`src/rtl/decode_stage.sv`:
```
// Registered instruction decode stage with a two-entry skid buffer and HALT tracking.
// Optional delivered-instruction counter enabled by DECODE_PERF_CNT_EN.
module decode_stage #(
   parameter int unsigned XLEN  = 32,
   parameter int unsigned CNT_W = 16
) (
   input  logic            clk,
   input  logic            rst_n,
   input  logic            in_valid,
   output logic            in_ready,
   input  logic [31:0]     in_ins,
   input  logic            flush,
   output logic            out_valid,
   input  logic            out_ready,
   output logic [5:0]      opcode,
   output logic [5:0]      funct,
   output logic [4:0]      rs,
   output logic [4:0]      rt,
   output logic [4:0]      rd,
   output logic [4:0]      shamt,
   output logic [XLEN-1:0] imm,
   output logic            is_rtype,
   output logic            is_halt,
   output logic            halted
`ifdef DECODE_PERF_CNT_EN
   ,output logic [CNT_W-1:0] dec_count
`endif
);

   if (XLEN < 16 || XLEN > 64 || CNT_W < 1) begin : g_param_check
      $error("decode_stage: XLEN must be 16..64 and CNT_W at least 1");
   end

   typedef struct packed {
      logic [5:0]      opcode;
      logic [5:0]      funct;
      logic [4:0]      rs;
      logic [4:0]      rt;
      logic [4:0]      rd;
      logic [4:0]      shamt;
      logic [XLEN-1:0] imm;
      logic            is_rtype;
      logic            is_halt;
   } dec_t;

   localparam logic [5:0] OP_RTYPE = 6'b000000;
   localparam logic [5:0] OP_HALT  = 6'b010110;
   localparam logic [5:0] OP_NOP   = 6'b010111;
   localparam logic [5:0] OP_RET   = 6'b011000;
   localparam logic [5:0] OP_MOVE  = 6'b010010;

   dec_t dec_d;
   dec_t or_q, or_d;
   dec_t sr_q, sr_d;
   logic or_valid_q, or_valid_d;
   logic sr_valid_q, sr_valid_d;
   logic halted_q, halted_d;
   logic accept;
   logic consume;

   always_comb begin
      dec_d        = '0;
      dec_d.opcode = in_ins[31:26];
      unique case (in_ins[31:26])
         OP_RTYPE: begin
            dec_d.rs       = in_ins[25:21];
            dec_d.rt       = in_ins[20:16];
            dec_d.rd       = in_ins[15:11];
            dec_d.shamt    = in_ins[10:6];
            dec_d.funct    = in_ins[5:0];
            dec_d.is_rtype = 1'b1;
         end
         OP_HALT:        dec_d.is_halt = 1'b1;
         OP_NOP, OP_RET: ;
         OP_MOVE: begin
            dec_d.rs = in_ins[25:21];
            dec_d.rt = in_ins[20:16];
         end
         default: begin
            dec_d.rs  = in_ins[25:21];
            dec_d.rt  = in_ins[20:16];
            dec_d.imm = XLEN'($signed(in_ins[15:0]));
         end
      endcase
   end

   assign in_ready = !sr_valid_q && !halted_q && !flush;
   assign accept   = in_valid && in_ready;
   assign consume  = or_valid_q && out_ready;

   // Accept while SR is full cannot happen, so a consume either drains SR or refills from input.
   always_comb begin
      or_d       = or_q;
      sr_d       = sr_q;
      or_valid_d = or_valid_q;
      sr_valid_d = sr_valid_q;
      halted_d   = halted_q;
      if (flush) begin
         or_valid_d = 1'b0;
         sr_valid_d = 1'b0;
         halted_d   = 1'b0;
      end else begin
         if (consume) begin
            if (sr_valid_q) begin
               or_d       = sr_q;
               sr_valid_d = 1'b0;
            end else if (accept) begin
               or_d = dec_d;
            end else begin
               or_valid_d = 1'b0;
            end
         end else if (!or_valid_q) begin
            if (accept) begin
               or_d       = dec_d;
               or_valid_d = 1'b1;
            end
         end else if (accept) begin
            sr_d       = dec_d;
            sr_valid_d = 1'b1;
         end
         if (accept && dec_d.is_halt) halted_d = 1'b1;
      end
   end

   always_ff @(posedge clk or negedge rst_n) begin
      if (!rst_n) begin
         or_q       <= '0;
         sr_q       <= '0;
         or_valid_q <= 1'b0;
         sr_valid_q <= 1'b0;
         halted_q   <= 1'b0;
      end else begin
         or_q       <= or_d;
         sr_q       <= sr_d;
         or_valid_q <= or_valid_d;
         sr_valid_q <= sr_valid_d;
         halted_q   <= halted_d;
      end
   end

   assign out_valid = or_valid_q;
   assign opcode    = or_q.opcode;
   assign funct     = or_q.funct;
   assign rs        = or_q.rs;
   assign rt        = or_q.rt;
   assign rd        = or_q.rd;
   assign shamt     = or_q.shamt;
   assign imm       = or_q.imm;
   assign is_rtype  = or_q.is_rtype;
   assign is_halt   = or_q.is_halt;
   assign halted    = halted_q;

`ifdef DECODE_PERF_CNT_EN
   logic [CNT_W-1:0] cnt_q;

   // Counts every downstream handshake, including one coinciding with a flush.
   always_ff @(posedge clk or negedge rst_n) begin
      if (!rst_n)       cnt_q <= '0;
      else if (consume) cnt_q <= cnt_q + CNT_W'(1);
   end

   assign dec_count = cnt_q;
`endif

endmodule

```
`config.mk`:
```
export PLATFORM = sky130hd
export DESIGN_NAME = decode_stage
export DESIGN_NICKNAME = d
export VERILOG_FILES = /design/src/rtl/decode_stage.sv
export SDC_FILE = /design/constraint.sdc
export NUM_CORES = 1
export LEC_CHECK = 0
export CORE_MARGIN = 1
export CORE_UTILIZATION = 45
export CTS_CLUSTER_SIZE = 14
export DETAILED_ROUTE_END_ITERATION = 7
export DONT_BUFFER_PORTS = 1
export PLACE_DENSITY_LB_ADDON = 0.1
export SYNTH_ARGS = -nofsm -noshare
export SYNTH_HDL_FRONTEND = slang
export SYNTH_SLANG_ARGS = --single-unit
```
`constraint.sdc`:
```
create_clock -name clk -period 3 [get_ports clk]
set_clock_uncertainty 0.2 [all_clocks]
set_input_delay 0.75 -clock clk [delete_from_list [all_inputs] [get_ports clk]]
set_output_delay 0.75 -clock clk [all_outputs]
set_load 0.01 [all_outputs]
```
== Word-level counts from Yosys, hierarchy flattened ==
Cells that the tools add are included.

* Word-level logic and storage cells: 70
* Bits in registers: 135
* Input port bits: 37

* Equal/unequal tests: 7
* Mux-type cells: 22
* Reduce and logical (&&, ||, !) cells: 18
* Bitwise operators: 2

{| class="wikitable"
|+ Operator list
! cell !! number
|-
| $mux 66 || 4
|-
| $mux 32 || 1
|-
| $eq 6x5->1 const B || 4
|-
| $mux 10 || 2
|-
| $mux 1 || 14
|-
| $logic_not 6->1 || 1
|-
| $mux 6 || 1
|-
| $ne 3x3->1 const B || 2
|-
| $reduce_and 2->1 || 3
|-
| $reduce_bool 3->1 || 2
|-
| $logic_and 1x1->1 || 5
|-
| $reduce_or 5->1 || 1
|-
| $reduce_and 4->1 || 1
|-
| $logic_not 1->1 || 3
|-
| $reduce_or 3->1 || 1
|-
| $ne 2x1->1 const B || 1
|-
| $not 1->1 || 2
|-
| $reduce_bool 2->1 || 1
|}

== Logic depth before layout (Yosys ltp) ==
Gate-level depths: netlist of run 1.

* Word-level depth: 8
* Depth in mapped cells: 8

== Worst setup path after synthesis of run 1 ==
Ideal clock, no wire load.

* Path kind: input -> register
* Start: input port flush
* End: register or_q (netlist bit funct[0])
* Setup slack: 560 ps
* Cell stages on the path: 7
* Arrival: 2,163 ps
* Path through: buf_4 -> or4b_4 -> buf_6 -> nor3_4 -> buf_6 -> a22oi_2 -> o21ai_2

* Longest elaborated chain between the ends: 6

{| class="wikitable"
|+ Ends and longest elaborated chain
! element !! RTL line !! text
|-
| start, declared || 12 || <nowiki>input logic flush,</nowiki>
|-
| $logic_not 1->1 || 87 || <nowiki>assign in_ready = !sr_valid_q && !halted_q && !flush;</nowiki>
|-
| $logic_and 1x1->1 || 87 ||
|-
| $logic_and 1x1->1 || 88 || <nowiki>assign accept = in_valid && in_ready;</nowiki>
|-
| $mux 66 || n/a ||
|-
| $mux 66, on equally long branches || n/a ||
|-
| $mux 66 || n/a ||
|-
| end signal, assigned || 133 || <nowiki>or_q <= or_d;</nowiki>
|-
| end, declared || 53 || <nowiki>dec_t or_q, or_d;</nowiki>
|}

Parallel ways exist; a longest one is shown, timed or not. The select of a mux whose other input is x is not followed.
A chain may end at the register's enable or synchronous reset.

== Worst setup path in the final report of run 1 ==
* Start: register halted_q (netlist: halted)
* End: register sr_q[46] (netlist name)

* Longest elaborated chain between the ends: 5

{| class="wikitable"
|+ Ends and longest elaborated chain
! element !! RTL line !! text
|-
| start, declared || 57 || <nowiki>logic halted_q, halted_d;</nowiki>
|-
| start signal, assigned || 137 || <nowiki>halted_q <= halted_d;</nowiki>
|-
| $logic_not 1->1 || 87 ||
|-
| $logic_and 1x1->1 (2 in series) || 87 ||
|-
| $logic_and 1x1->1 || 88 ||
|-
| $reduce_and 4->1 (no line) || n/a ||
|-
| end signal, assigned || 134 || <nowiki>sr_q <= sr_d;</nowiki>
|-
| end, declared || 54 || <nowiki>dec_t sr_q, sr_d;</nowiki>
|}

Every way passes these cells.

==> metrics.csv, run 1 <==
stage,metric,value,unit
critical_path,cp_data_required_time,3130,ps
placement,routabilityCongestion,0.756,
timing,worst_pin_slew,694,ps
critical_path,cpMaxStageDelayCell,or4b_4,
cells_and_area,nets,513,
global_route,use_met1,0.271,
cells_and_area,seq_area,0.00298,mm2
clocking,cts_resized,0,
global_route,grtUsageMet2,0.331,
routing,vias,3579,
pwr,p_per_area,742,mW/mm2
pwr,ir_drop,0.339,mV
synthesis,synthesis.nets,513,
die,die_w,108,um
pwr,p_leak,2.68,nW
clocking,clock_sinks,119,
routing,dr.pass1.iters,4,
timing,min_period,2330,ps
cells_and_area,stdcell_area,0.00578,mm2
clocking,cts_inserted_buffers,17,
die,die_h,108,um
placement,placed_cell_area,0.00521,mm2
critical_path,critPathKind,reg2reg,
placement,pre_cts_slack,456,ps
global_route,grt_antenna_before_repair,0,
timing,whs,-163,ps
timing,hold_viol_final,119,
cells_and_area,area_delta_synth_final,13.7,%
clocking,clk_path_buf_depth,2,
clocking,post_cts_buffers,0,
critical_path,critPathMaxStageDelay,720,ps
routing,route.detailed.vias_per_inst,5.70,
synthesis,synth_seq_cells,119,
critical_path,critPathMaxFanout,16,
routing,drt_first_iter_violations,206,
clocking,path_clk_slew,50,ps
routing,route.antenna.remaining_nets,0,
clocking,tritoncts,yes,
cells_and_area,drive_above_1_share,0.154,
run,drv_cap,0,
global_route,grt.overflow.total,0,
critical_path,cp_cell_sequence,or4b_4 > nor2_2 > nand2_1 > o21ai_0,
synthesis,synth-edff-count,0,
cells_and_area,fillCellCount,994,
synthesis,async_flop_share,1.00,
clocking,clk_latency,410,ps
timing,worst_slack,667,ps
critical_path,endpoint_kind,flip-flop,
global_route,grtUsageMet3,0.0796,
status,violations,negative hold slack,
synthesis,netlist-cell-type-count,44,
die,placementRows,38,
timing,period_share,0.778,
synthesis,ys_seq_area_frac,0.586,
die,ioPinCount,106,
cells_and_area,multi_input_area,0.00188,mm2
critical_path,crit_path_start_kind,flip-flop,
global_route,grt_pass1_wl,18.8,mm
global_route,grt_use_total,0.215,
synthesis,synth_cells,476,
timing,max_freq,429,MHz
global_route,grt_pass1_vias,3669,
clocking,ctsHtreeMaxLevel,4,
global_route,busiest_layer,met2,
synthesis,ys.flop_type,dfrtp_1,
placement,place_hpwl,7.23,mm
timing,rsz0062_at_grt,false,
timing,setup_viol,0,
synthesis,synthesis.area,0.00508,mm2
status,status,"complete, but fails checks",
die,initial_utilization,0.465,
routing,wl,11.5,mm
routing,routedWlPerCell,18.4,um
worst_hold_path,hold_path_class,in2async,
placement,portBuffers,0,
clocking,root_buffer,clkbuf_16,
timing,finalSetupTns,0,ps
global_route,grt_max_degree,120,
routing,drc,0,
synthesis,yosysWarnings,0,
synthesis,synth_area_per_cell,10.7,um2
die,fp.coreArea,0.0109,mm2
timing,drv_slew,0,
critical_path,arrival,2460,ps
cells_and_area,antennaDiodeCount,0,
die,dieArea,0.0117,mm2
timing,relSlewSlack,0.537,
[sequential cells by signal, indices dropped and copies added (netlist names), 5 cells and up]
| register | count |
|---|---|
| imm | 32 |
| opcode | 6 |
| sr_q | 50 |
| funct | 6 |
| rt | 5 |
| rd | 5 |
| shamt | 5 |
| rs | 5 |
[placed cells by master (no fill, tap or decap), types with 9 or more instances in the layout]
cell type | Yosys | routed
a22oi_2 | 9 | 9
o21ai_1 | 18 | 18
a21o_1 | 12 | 12
buf_4 | 1 | 15
nand3_1 | 19 | 19
inv_1 | 18 | 18
nand2_1 | 109 | 108
dfrtp_1 | 119 | 119
o21ai_0 | 17 | 17
a22o_1 | 11 | 11
o21ai_2 | 10 | 10
clkbuf_16 | 0 | 17
a22oi_1 | 22 | 22
o31ai_1 | 32 | 32
[critical path: cells and delay by family, from the launching register on]
family,cells,cell delay [ps]
flip-flops,1,470
AND/OR/NAND/NOR,3,1410
AO/OA/AOI/OAI,1,160
[final timing paths]
kind | start | endpoint | slack [ps] | depth (start not counted)
setup / recovery | halted$_DFFE_PN0P_ | sr_q[46]$_DFFE_PN0P_ | 670 | 4
hold / removal | rst_n | rd[2]$_DFFE_PN0P_ | -160 | 0
setup reg to reg | halted$_DFFE_PN0P_ | sr_q[46]$_DFFE_PN0P_ | 670 | 4
hold reg to reg | sr_q[12]$_DFFE_PN0P_ | sr_q[12]$_DFFE_PN0P_ | 270 | 2
max in group asynchronous | rst_n | sr_q[64]$_DFFE_PN0P_ | 2640 | 0
min in group clk | flush | sr_valid_q$_DFFE_PN0P_ | 210 | 1
[power breakdown]
part	total [mW]	switching [mW]	internal, mW
clock	1.92	0.654	1.26
sequential	2.04	0.208	1.83
combinational	0.325	0.165	0.160
[cell type report]
type	instances	area share
flip-flops and latches	119	0.516
multi-input cells	305	0.325
clock buffers	29	0.0919
well taps	140	0.0303
repair buffers	15	0.0195
inverters	18	0.0117
clock inverters	2	0.00607
[layer usage]
| metal | part of all wire | vias up |
|---|---|---|
| met5 | 0 | - |
| met4 | 0.017 | 0 |
| met3 | 0.082 | 16 |
| met2 | 0.47 | 104 |
| met1 | 0.43 | 1762 |
| li1 | - | 1697 |
[per-stage QoR]
| stage | hold WS (ps) | cells | util | power [mW] |
|---|---|---|---|---|
| after floorplan | 246 | 476 | - | 2.30 |
| after global placement | 257 | 597 | 0.476 | 2.38 |
| after detailed placement | 257 | 597 | 0.476 | 2.40 |
| after CTS | -182 | 628 | 0.528 | 4.33 |
| after global routing | -186 | 628 | 0.528 | 4.49 |
| final | -163 | 628 | 0.528 | 4.28 |
[cell usage after synthesis, types with 2 or more instances]
library cell,n,area (um2)
a21oi_1,5,25.0
or3_1,2,12.5
o21ai_0,17,85.1
nand2_1,109,409
o21ai_2,10,87.6
buf_6,4,45.0
a22o_1,11,96.3
or2_2,2,12.5
buf_2,11,55.1
nor3_2,2,20.0
a21o_1,12,90.1
o21ai_1,18,90.1
o22ai_1,6,37.5
dfrtp_1,119,2980
inv_1,18,67.6
o31ai_1,32,240
a2bb2oi_1,6,52.6
nand2b_1,2,12.5
clkbuf_1,17,63.8
a22oi_1,22,165
a22oi_2,9,113
nor3_4,2,32.5
nand3_1,19,95.1
[cells by family after synthesis]
family,share of synthesized area
simple gates,0.146
compound gates,0.220
buf+inv,0.0478
flops,0.586
No activity file was read; power rests on OpenSTA's default activity.
==> run 2, diff against run 1 <==
- clock period: 3 -> 1.9 ns (I/O delays scaled with it)
==> run 2 against run 1 <==
Combinational power is 110% higher; critical path depth grew 1; the run ends with negative hold slack, negative setup slack left; first-iteration DRC count grew 10%; highest routed layer unchanged; largest cell class unchanged; sequential share of layout area down 6.5 points; via count increased by 6.0%; sequential power is 59% higher; sequential cell count did not move; core utilization is 7.6 points higher; power is 59% higher; wire length is 14% higher.
==> metrics.csv, run 2 (synthesized netlist as in run 1, its figures left out) <==
stage,metric,value,unit,change
critical_path,cp_cell_sequence,or4b_4 > nor3_4 > nand4_1 > buf_12 > o21ai_2,,
routing,route.detailed.vias_per_inst,5.65,,-0.84%
timing,max_freq,513,MHz,+20%
clocking,ctsHtreeMaxLevel,4,,unchanged
cells_and_area,antennaDiodeCount,0,,unchanged
routing,wl,13.1,mm,+14%
global_route,grt_antenna_before_repair,0,,unchanged
critical_path,critPathMaxFanout,15,,-1
global_route,grtUsageMet3,0.0766,,-0.00301
die,initial_utilization,0.465,,unchanged
routing,dr.pass1.iters,5,,+1
global_route,grt_use_total,0.233,,+0.0188
clocking,path_clk_slew,50,ps,about the same
critical_path,r2r_end,imm[7]$_DFFE_PN0P_,,
die,die_w,108,um,unchanged
routing,vias,3792,,+6.0%
critical_path,rr_worst_depth,5,,+1
critical_path,arrival,2080,ps,-380 ps
critical_path,crit_path_end,imm[7]$_DFFE_PN0P_,,
timing,rsz0062_at_grt,true,,
clocking,tritoncts,yes,,
routing,routedWlPerCell,19.5,um,+6.4%
critical_path,endpoint_kind,flip-flop,,
clocking,clk_path_buf_depth,2,,unchanged
critical_path,critPathMaxStageDelay,660,ps,-60 ps
timing,drv_slew,0,,unchanged
timing,min_period,1950,ps,-384 ps
cells_and_area,nets,557,,+8.6%
global_route,grt_max_degree,120,,unchanged
cells_and_area,final_util,0.604,,+0.0757
global_route,grt_pass1_wl,20.3,mm,+7.7%
die,dieArea,0.0117,mm2,unchanged
clocking,postCtsHoldBufs,18,,
routing,route.antenna.remaining_nets,0,,unchanged
timing,period_share,1.03,,+0.248
timing,worst_pin_slew,470,ps,-224 ps
cells_and_area,layout_common_cells,"dfrtp_1 (119), nand2_1 (107), buf_4 (22), o31ai_1 (21), o21ai_2 (21)",,
timing,relSlewSlack,0.686,,+0.149
status,violations,"negative hold slack, negative setup slack",,
critical_path,worstReg2RegStart,sr_valid_q$_DFFE_PN0P_,,
global_route,busiest_layer,met2,,
status,status,"complete, but fails checks",,
worst_hold_path,hold_path_class,in2async,,
cells_and_area,largest-register,sr_q,,
die,die_h,108,um,unchanged
placement,routabilityCongestion,0.753,,-0.42%
pwr,p_per_area,1030,mW/mm2,+39%
critical_path,startpoint,sr_valid_q$_DFFE_PN0P_,,
placement,portBuffers,0,,unchanged
clocking,clock_sinks,119,,unchanged
pwr,ir_drop,0.534,mV,+58%
cells_and_area,drive_above_1_share,0.284,,+0.131
timing,worst_slack,-49.5,ps,-716 ps
global_route,grt_pass1_vias,3876,,+5.6%
clocking,root_buffer,clkbuf_16,,
cells_and_area,area_delta_synth_final,30.0,%,
cells_and_area,largest_register_ff_count,50,,unchanged
cells_and_area,finalNonFillerCells,671,,+6.8%
global_route,use_met1,0.290,,+0.0187
routing,drc,0,,unchanged
cells_and_area,final_common_cell,dfrtp_1,,
die,placementRows,38,,unchanged
global_route,grt.overflow.total,0,,unchanged
critical_path,cpMaxStageDelayCell,or4b_4,,
global_route,grtUsageMet2,0.375,,+0.0441
pwr,p_total,6.83,mW,+59%
run,drv_cap,0,,unchanged
die,fp.coreArea,0.0109,mm2,unchanged
clocking,cts_inserted_buffers,17,,unchanged
critical_path,cp_data_required_time,2030,ps,-1100 ps
critical_path,critPathKind,reg2reg,,
die,ioPinCount,106,,unchanged
timing,whs,-435,ps,-272 ps
placement,pre_cts_slack,-188,ps,-644 ps
timing,setup_viol,34,,+34
placement,place_hpwl,7.62,mm,+5.4%
clocking,clk_latency,410,ps,about the same
placement,dp_cells,615,,+3.0%
routing,drt_first_iter_violations,227,,+10%
critical_path,rrSetupSlack,-50,ps,-720 ps
timing,hold_viol_final,119,,unchanged
critical_path,crit_path_start_kind,flip-flop,,
pwr,p_leak,3.09,nW,+15%
## run 2: cell count changes in the layout (fill, tap and decap cells not counted), sizes merged
cell / previous run / this run
clkbuf: 29 / 31
dlygate4sd3: 0 / 18
bufinv: 1 / 0
clkinvlp: 0 / 1
buf: 15 / 38
## run 2: how the worst min path moves through the flow
stage | start | endpoint | slack, ps | depth (start not counted)
2_1_floorplan | rst_n | funct[0]$_DFFE_PN0P_ | -20 | 0
3_3_place_gp | rst_n | rd[1]$_DFFE_PN0P_ | -20 | 0
3_5_place_dp | rst_n | rd[1]$_DFFE_PN0P_ | -20 | 0
4_1_cts | rst_n | rd[2]$_DFFE_PN0P_ | -460 | 0
5_1_grt | rst_n | rd[1]$_DFFE_PN0P_ | -460 | 0
6_report | rst_n | rd[1]$_DFFE_PN0P_ | -440 | 0
## run 2: layer usage
| metal | routed length (um) | share of wire |
|---|---|---|
| met1 | 5430 | 0.41 |
| met2 | 6660 | 0.51 |
| met4 | 125 | 0.0095 |
| met5 | 0 | 0 |
| met3 | 901 | 0.069 |
## run 2: worst max-delay path, delay by kind of cell, from the launching register on
family,cells,cell delay [ps]
compound gates,1,120
buf+inv,1,200
flops,1,370
simple gates,3,970
## run 2: repair_timing
action                     in CTS  in global routing
hold endpoints to repair      146                119
resized for setup              10                 36
cloned                          0                  5
setup endpoints to repair      50                100
pin swaps                       4                  4
buffers inserted                3                  0
## run 2: final cells by class
class / instances / area, um2
Fill cell: 902 / 4330
Sequential cell: 119 / 2980
Multi-Input combinational cell: 305 / 2160
Timing Repair Buffer: 59 / 688
Clock buffer: 28 / 527
Tap cell: 140 / 175
Inverter: 18 / 67.6
Clock inverter: 2 / 12.5
## run 2: report_power, final
group / switching (mW) / total [mW] / internal [mW]
Sequential: 0.343 / 3.24 / 2.89
Clock: 1.05 / 2.90 / 1.86
Combinational: 0.330 / 0.691 / 0.361
Total: 1.72 / 6.83 / 5.11
## run 2: metrics by stage
stage          cell area [um2]  setup TNS (ps)
6_report                  6600           -1010
3_5_place_dp              5530           -8620
3_3_place_gp              5530           -6550
5_1_grt                   6600           -6010
4_1_cts                   6350            -781
2_1_floorplan             5210           -9460
